`src/rtl/program_loader_pkg.sv`:
```
// Shared types for the boot-time program loader: FSM state encoding and a constant log2 helper.
package program_loader_pkg;

  typedef enum logic [2:0] {
    LDR_IDLE     = 3'd0,
    LDR_FILL     = 3'd1,
    LDR_BURST    = 3'd2,
    LDR_POST_RST = 3'd3,
    LDR_RUN      = 3'd4
  } ldrState_e;

  function automatic int clog2(input int v);
    int r;
    r = 0;
    while ((1 << r) < v) r++;
    return r;
  endfunction

endpackage

```
`src/rtl/program_loader_buf.sv`:
```
// Program buffer: one synchronous write port, one asynchronous read port, no storage reset.
module program_loader_buf #(
  parameter int WORD_W = 32,
  parameter int DEPTH  = 32,
  parameter int AW     = 5
) (
  input  logic              clk,
  input  logic              wrEn,
  input  logic [AW-1:0]     wrAddr,
  input  logic [WORD_W-1:0] wrData,
  input  logic [AW-1:0]     rdAddr,
  output logic [WORD_W-1:0] rdData
);

  logic [WORD_W-1:0] mem [DEPTH];

  always_ff @(posedge clk) begin
    if (wrEn) mem[wrAddr] <= wrData;
  end

  assign rdData = mem[rdAddr];

endmodule

```
`src/rtl/program_loader.sv`:
```
// Collects a host program into a buffer, replays it to the CPU load port as one gap-free burst,
// then holds the CPU in reset for RST_CYC cycles before letting it run.
module program_loader
  import program_loader_pkg::*;
#(
  parameter int WORD_W  = 32,
  parameter int DEPTH   = 32,
  parameter int RST_CYC = 2
) (
  input  logic                        clk,
  input  logic                        Reset,
  input  logic                        in_valid,
  input  logic [WORD_W-1:0]           in_data,
  input  logic                        in_last,
  output logic                        in_ready,
  input  logic                        reload,
  output logic                        cpu_reset,
  output logic                        cpu_load,
  output logic [WORD_W-1:0]           cpu_instr,
  output logic                        busy,
  output logic                        done,
  output logic [$clog2(DEPTH):0]      word_count
);

  localparam int AW = clog2(DEPTH);
  localparam int CW = AW + 1;
  localparam int RW = (clog2(RST_CYC + 1) > 0) ? clog2(RST_CYC + 1) : 1;

  ldrState_e         state;
  logic [CW-1:0]     rdPtr;
  logic [RW-1:0]     rstCnt;
  logic [WORD_W-1:0] rdData;
  logic [WORD_W-1:0] firstWord;
  logic [CW-1:0]     nextCount;
  logic              xfer;
  logic              lastXfer;

  assign xfer      = in_valid && in_ready;
  assign nextCount = word_count + 1'b1;
  // A full buffer counts as the end of the program even without in_last.
  assign lastXfer  = in_last || (nextCount == CW'(DEPTH));
  // In IDLE buf[0] is written on the same edge the burst starts, so bypass the array.
  assign firstWord = (state == LDR_IDLE) ? in_data : rdData;

  program_loader_buf #(.WORD_W(WORD_W), .DEPTH(DEPTH), .AW(AW)) u_buf (
    .clk    (clk),
    .wrEn   (xfer),
    .wrAddr (word_count[AW-1:0]),
    .wrData (in_data),
    .rdAddr (rdPtr[AW-1:0]),
    .rdData (rdData)
  );

  always_ff @(posedge clk or posedge Reset) begin
    if (Reset) begin
      state      <= LDR_IDLE;
      rdPtr      <= '0;
      rstCnt     <= '0;
      word_count <= '0;
      in_ready   <= 1'b1;
      cpu_reset  <= 1'b1;
      cpu_load   <= 1'b0;
      cpu_instr  <= '0;
      busy       <= 1'b0;
      done       <= 1'b0;
    end else begin
      case (state)
        LDR_IDLE, LDR_FILL: begin
          if (xfer) begin
            word_count <= nextCount;
            busy       <= 1'b1;
            if (lastXfer) begin
              state     <= LDR_BURST;
              in_ready  <= 1'b0;
              cpu_reset <= 1'b0;
              cpu_load  <= 1'b1;
              cpu_instr <= firstWord;
              rdPtr     <= CW'(1);
            end else begin
              state <= LDR_FILL;
            end
          end
        end
        LDR_BURST: begin
          if (rdPtr == word_count) begin
            state     <= LDR_POST_RST;
            cpu_load  <= 1'b0;
            cpu_instr <= '0;
            cpu_reset <= 1'b1;
            rstCnt    <= RW'(RST_CYC - 1);
            rdPtr     <= '0;
          end else begin
            cpu_instr <= rdData;
            rdPtr     <= rdPtr + 1'b1;
          end
        end
        LDR_POST_RST: begin
          if (rstCnt == '0) begin
            state     <= LDR_RUN;
            cpu_reset <= 1'b0;
            busy      <= 1'b0;
            done      <= 1'b1;
          end else begin
            rstCnt <= rstCnt - 1'b1;
          end
        end
        LDR_RUN: begin
          if (reload) begin
            state      <= LDR_IDLE;
            cpu_reset  <= 1'b1;
            done       <= 1'b0;
            in_ready   <= 1'b1;
            word_count <= '0;
          end
        end
        default: state <= LDR_IDLE;
      endcase
    end
  end

endmodule
```
`config.mk`:
```
export PLATFORM = sky130hd
export DESIGN_NAME = program_loader
export DESIGN_NICKNAME = d
export VERILOG_FILES = /design/src/rtl/program_loader_pkg.sv /design/src/rtl/program_loader_buf.sv /design/src/rtl/program_loader.sv
export SDC_FILE = /design/constraint.sdc
export NUM_CORES = 1
export LEC_CHECK = 0
export CAP_MARGIN = 15
export CORE_ASPECT_RATIO = 1.5
export CORE_UTILIZATION = 47
export CTS_BUF_LIST = sky130_fd_sc_hd__clkbuf_2 sky130_fd_sc_hd__clkbuf_4 sky130_fd_sc_hd__clkbuf_8
export DETAILED_ROUTE_END_ITERATION = 8
export PLACE_DENSITY = 0.66
export SLEW_MARGIN = 20
export SYNTH_ARGS = -nofsm -noshare
export SYNTH_HDL_FRONTEND = slang
export SYNTH_HIERARCHICAL = 1
export SYNTH_SLANG_ARGS = --single-unit
export TNS_END_PERCENT = 20
```
`constraint.sdc`:
```
create_clock -name clk -period 5.3 [get_ports clk]
set_input_delay 1.06 -clock clk [delete_from_list [all_inputs] [get_ports clk]]
set_output_delay 1.06 -clock clk [all_outputs]
set_load 0.01 [all_outputs]
```
# Word level (Yosys, flattened, before mapping)
# Memories as Yosys holds them, arrays and structs flattened.
# Index checks and enable logic that the tools add are counted.
[totals]
ff_bits = 54
latchBits = 0
mem_bits_rw = 1024
romBits = 0
mem_count = 1
[classes]
add_sub_neg = 3
n_mul = 0
div_mod_pow = 0
magnitude_cmp = 0
n_eq_ne = 12
shift = 0
muxes = 39
bitwise = 0
reduce_logical = 20
[mem_list]
columns = ["memory", "words", "word_bits", "read_ports", "rd_ports_with_merged_regs", "wr", "line", "rtl"]
rows = [
  ["u_buf.mem", 32, 32, 1, 0, 1, "program_loader_buf.sv:15", "logic [WORD_W-1:0] mem [DEPTH];"],
]
[op_table]
columns = ["op", "count"]
rows = [
  ["32-bit 2-to-1 mux", 4],
  ["32-bit one-hot mux with 2 select lines", 1],
  ["6-bit 2-to-1 mux", 5],
  ["6-bit one-hot mux with 2 select lines", 2],
  ["3-bit AND reduction", 5],
  ["1-bit 2-to-1 mux", 13],
  ["6-bit by 1-bit adder with 6-bit output (second input constant)", 2],
  ["3-bit 2-to-1 mux", 4],
  ["3-bit one-hot mux with 4 select lines", 1],
  ["4-bit AND reduction", 3],
  ["2-bit != test (second input constant)", 5],
  ["2-bit nonzero test", 5],
  ["1-bit one-hot mux with 2 select lines", 4],
  ["3-bit by 2-bit equality test with 1-bit output (second input constant)", 2],
  ["6-bit equality test", 1],
  ["6-bit equality test (second input constant)", 1],
  ["2-bit 2-to-1 mux", 3],
  ["6-bit AND reduction", 1],
  ["1-bit one-hot mux with 4 select lines", 1],
  ["2-bit one-hot mux with 2 select lines", 1],
  ["4-bit nonzero test", 1],
  ["3-bit by 1-bit equality test with 1-bit output (second input constant)", 1],
  ["3-bit equality test (second input constant)", 1],
  ["3-bit logical NOT", 1],
  ["other kinds (6)", 6],
]

# Depth between registers and ports, before layout
[logic_depth]
ltp_word = 6
ltp_mapped = 10
ltp_nobuf = 7

# By module
# Netlist, hierarchy kept.
[modules_own_cells]
columns = ["module", "n_inst", "cells_per_inst", "area_each_um2", "seq_area_each_um2"]
rows = [
  ["program_loader_buf", 1, 2228, 39847.0, 30749.5],
  ["program_loader", 1, 282, 3060.4, 1353.8],
]

# Worst setup path before layout
# OpenSTA, ideal clock, no wires.
[synth_timing]
path_kind = "input to register"
startpoint = "input in_valid"
endpoint = "memory u_buf.mem[28][0] (enable)"
setup_ps = 421
t_arrival_ps = 3241
path_slack_ps = 1638
path_stages = 5
cell_sequence = "nand2_1 > inv_1 > or3b_2 > clkbuf_1 > nor2_1"
[synth_between]
elab_chain_cells = 3
[synth_lines]
columns = ["element", "line", "rtl"]
rows = [
  ["from (decl)", "program_loader.sv:12", "input logic in_valid,"],
  ["1-bit logical AND", "program_loader.sv:38", "assign xfer = in_valid && in_ready;"],
  ["via xfer", "program_loader.sv:35", "logic xfer;"],
  ["1-bit 2-to-1 mux", "program_loader_buf.sv:18", "if (wrEn) mem[wrAddr] <= wrData;"],
  ["1-bit 2-to-1 mux (implied by the code)", "program_loader_buf.sv:18", ""],
  ["to (decl)", "program_loader_buf.sv:15", ""],
]
# The timed path passes the listed nets, and every way through them passes these cells.

# Worst setup path in the final report
[layout_timing]
startpoint = "register rdPtr[2]"
endpoint = "register cpu_instr[6]"
[layout_between]
elab_chain_cells = 5
[layout_lines]
columns = ["element", "line", "rtl"]
rows = [
  ["from (decl)", "program_loader.sv:30", "logic [CW-1:0] rdPtr;"],
  ["from (signal assigned)", "program_loader.sv:94", "rdPtr <= rdPtr + 1'b1;"],
  ["memory 32 x 32 bit *", "n/a", ""],
  ["via rdData[6]", "program_loader.sv:32", "logic [WORD_W-1:0] rdData;"],
  ["32-bit 2-to-1 mux", "program_loader.sv:43", "assign firstWord = (state == LDR_IDLE) ? in_data : rdData;"],
  ["32-bit 2-to-1 mux", "program_loader.sv:72", "if (lastXfer) begin"],
  ["32-bit 2-to-1 mux", "program_loader.sv:69", "if (xfer) begin"],
  ["32-bit one-hot mux with 2 select lines *", "program_loader.sv:67", "case (state)"],
  ["to (signal assigned)", "program_loader.sv:77", "cpu_instr <= firstWord;"],
  ["to (signal assigned)", "program_loader.sv:93", "cpu_instr <= rdData;"],
  ["to (decl)", "program_loader.sv:19", "output logic [WORD_W-1:0] cpu_instr,"],
]
# The timed path passes the listed nets; every way through them passes the cells marked *. The select of a mux whose other input is x is not followed.
# A chain may end at the register's enable or synchronous reset.

==> impl_metrics.tcl <==
set metrics [dict create \
    finalCritPeriodShare 0.6318 \
    post_route_ant_nets 0 \
    worst-endpoint-arrival_ns 4.00 \
    tns_setup_ns 0 \
    grt_setup_unrepaired "no" \
    cts.reportedPaths.clkPinSlew_ns 0.07 \
    clk_root_buffer_cell "clkbuf_8" \
    ir_drop_uv 249.4 \
    die-height_um 372.1 \
    grt_pass1_wl_um 147300 \
    vias 22830 \
    grt_overflow 0 \
    run_status "completed" \
    average_wire_per_cell_in_the_routed_design_um 24.81 \
    tritoncts.num_buffers 153 \
    async_flop_share 0.05009 \
    placement.io_buffers 79 \
    initial_antenna_violation_count 1 \
    cp_data_required_time_ns 5.95 \
    timing.max_cap.violations 0 \
    fp.dieArea_um2 92530 \
    finalSetupViolCount 0 \
    yosys_register_bits 1078 \
    topRoutingLayerUsed "met4" \
    avgViaCountPerCell 5.759 \
    core-area_um2 90370 \
    clock_sinks 1078 \
    final_net_count 2714 \
    place_congestion 0.8444 \
    number_of_global_route_vias_before_repair 23550 \
    hold-path-cell-count 1 \
    fp-row-count 135 \
    hold_violations 0 \
    synthesis.area_um2 42910 \
    worst-r2r-cell-count 8 \
    pin_count_of_the_biggest_net_entering_global_routing 84 \
    critical_path.endpoint_type "flip-flop" \
    dr.first_iter.drc_count 1767 \
    firstDrtPassIters 5 \
    hold_fix_buffers_at_cts 0 \
    sequentialPowerShare 0.431 \
    intPower_mw 15.68 \
    drive_above_1_share 0.1508 \
    syn_inst 2510 \
    synth-seq-area-share 0.7482 \
    synth_top_flop_cell "edfxtp_1" \
    final-max-slew-violation-count 0 \
    critPathMaxFanout 29 \
    power_after_layout_mw 22.89 \
    h_tree_depth_reported_by_cts 4 \
    met2RoutedLength_um 51580 \
    grtUsageTotal 0.2140 \
    netSwitchingFraction 0.3151 \
    synth_unique_cells 50 \
    tritoncts "done" \
    start_util 0.4748 \
    final.min_clock_period_ns 3.349 \
    max-slew-margin-rel 0.2679 \
    synth_area_per_cell_um2 17.09 \
    worst_pin_slew_ns 1.096 \
    die_w_um 248.7 \
    timing.setup.critical_path_class "flip-flop to flip-flop" \
    cts-root-to-sink-buffers 3 \
    synth_edf_count 1024 \
    maximum_clock_skew_at_final_layout_ns 0.02802 \
    remaining_drc_errors 0 \
    leakagePower_nw 17.76 \
    wirelength_met1_um 39330 \
    clkPwrFrac 0.293 \
    cts.repair_timing.setup_buffer_count 0 \
    worstSetupStartpointType "flip-flop" \
    met3RoutedLength_um 5071 \
    syn_to_final_growth_pct 12.76 \
    syn-num-nets 2550 \
    clock_latency_ns 0.82 \
    yosysWarningCount 6 \
    cts_repair_resize_count 0 \
    hpwlAfterDp_um 61140 \
    detail_route.wirelength_um 98340 \
    holdCritPathClass "flip-flop to flip-flop" \
    ios 80 \
    powerDensity_nw_per_um2 473.0 \
    power.share.combinational 0.275 \
    net-switching-power_mw 7.211 \
    maxClockFrequency_mhz 298.6 \
]
[sequential cells by signal (all words and copies together), names as in the netlist]
signal      cells
rstCnt          2
cpu_load        1
word_count      6
done            1
rdPtr           6
u_buf/mem    1024
cpu_reset       1
state           3
busy            1
in_ready        1
cpu_instr      32
[final cells by class]
type                    instances  area [um^2]
fillers                      7041        41990
inverters                       8        30.03
well taps                    1164         1456
flip-flops and latches       1078        32110
repair buffers                157         1436
clock buffers                 207         2580
clock inverters                72        595.6
diodes                          2        5.005
multi-input cells            1276        10170
[logic make-up after synthesis]
| kind of cell | after synthesis | synth area share |
|---|---|---|
| xor+xnor | 9 | 0.001837 |
| compound gates | 356 | 0.06045 |
| fa+ha+maj | 3 | 0.0008749 |
| mux | 546 | 0.1274 |
| simple gates | 362 | 0.03983 |
| flops | 1078 | 0.7482 |
| buf+inv | 156 | 0.02143 |
[worst paths after layout]
kind / start / end / slack (ns)
max: rdPtr[2]$_DFFE_PP0P_ / cpu_instr[6]$_DFFE_PP0P_ / 1.95
min: rstCnt[0]$_DFFE_PP0P_ / rstCnt[0]$_DFFE_PP0P_ / 0.48
max reg2reg: rdPtr[2]$_DFFE_PP0P_ / cpu_instr[6]$_DFFE_PP0P_ / 1.95
min reg2reg: rstCnt[0]$_DFFE_PP0P_ / rstCnt[0]$_DFFE_PP0P_ / 0.48
max in group asynchronous: Reset / cpu_instr[19]$_DFFE_PP0P_ / 3.73
min in group asynchronous: Reset / cpu_instr[3]$_DFFE_PP0P_ / 0.59
[power groups by stage]
| stage | registers, mW | clock network (mW) | logic (mW) |
|---|---|---|---|
| 2_1_floorplan | 9.94 | 0 | 4.35 |
| 3_3_place_gp | 10.0 | 0 | 6.17 |
| 3_5_place_dp | 10.0 | 0 | 6.25 |
| 4_1_cts | 9.87 | 6.86 | 6.27 |
| 5_1_grt | 9.89 | 7.19 | 6.66 |
| 6_report | 9.87 | 6.71 | 6.30 |
[placed cells by master (no fill, tap or decap), drive strengths merged, types with 4 or more instances in the layout]
cell,n
nand2b,4
dfrtp,52
bufinv,10
edfxtp,1024
a22o,69
a21oi,103
nor2b,4
o31ai,35
o21ai,9
a31oi,33
nor2,42
xnor2,8
a22oi,98
nor3,38
inv,12
mux2i,546
nand3,138
clkdlybuf4s50,66
nand3b,6
nand2,114
clkbuf,207
buf,91
clkinv,55
[cells in the mapped netlist, drive strengths merged, types with 2 or more instances]
cell,n,area (um^2)
nand2,114,430.4
a22o,69,604.3
mux2i,546,5465
or3b,3,26.28
a31oi,33,206.5
clkbuf,53,206.4
inv,8,30.03
o31ai,35,407.9
a21oi,103,515.5
nor2b,4,25.02
dfrtp,52,1301
a22oi,98,735.7
dfstp,2,52.55
nor2,42,157.7
o21ai,9,48.79
xnor2,8,70.07
or3,3,18.77
nand3,138,690.7
buf,95,683.2
or2,3,18.77
ha,3,37.54
nand2b,4,25.02
nand3b,6,45.04
edfxtp,1024,30750
nor3,38,195.2
and2,2,12.51
nor4,2,42.54
[layer usage]
layer,vias to the layer above,global-route usage
met2,716,0.3792
li1,10280,-
met5,-,0
met4,0,0.06988
met1,11670,0.2659
met3,159,0.03715
[through the flow]
step | setup WS (ns) | instances | cell area, um^2 | util | hold WS [ns]
global route | 1.868 | 3963 | 48380 | 0.5354 | 0.5088
floorplan | 1.638 | 2510 | 42910 | - | 0.4445
global placement | 1.258 | 3681 | 45170 | 0.4999 | 0.4700
detailed placement | 1.192 | 3681 | 45170 | 0.4998 | 0.4770
finish | 1.951 | 3964 | 48380 | 0.5354 | 0.4849
CTS | 1.956 | 3960 | 48340 | 0.5350 | 0.4860
[worst max-delay path, stage by stage (launching register included)]
cell and delay, ns:
dfrtp_1 0.60, nor2_4 0.76, buf_4 0.50, a22o_1 0.26, nor3_1 0.09, a31oi_1 0.39, nand3_1 0.11, mux2i_1 0.36
o31ai_2 0.09
No activity file was read; power rests on OpenSTA's default activity.
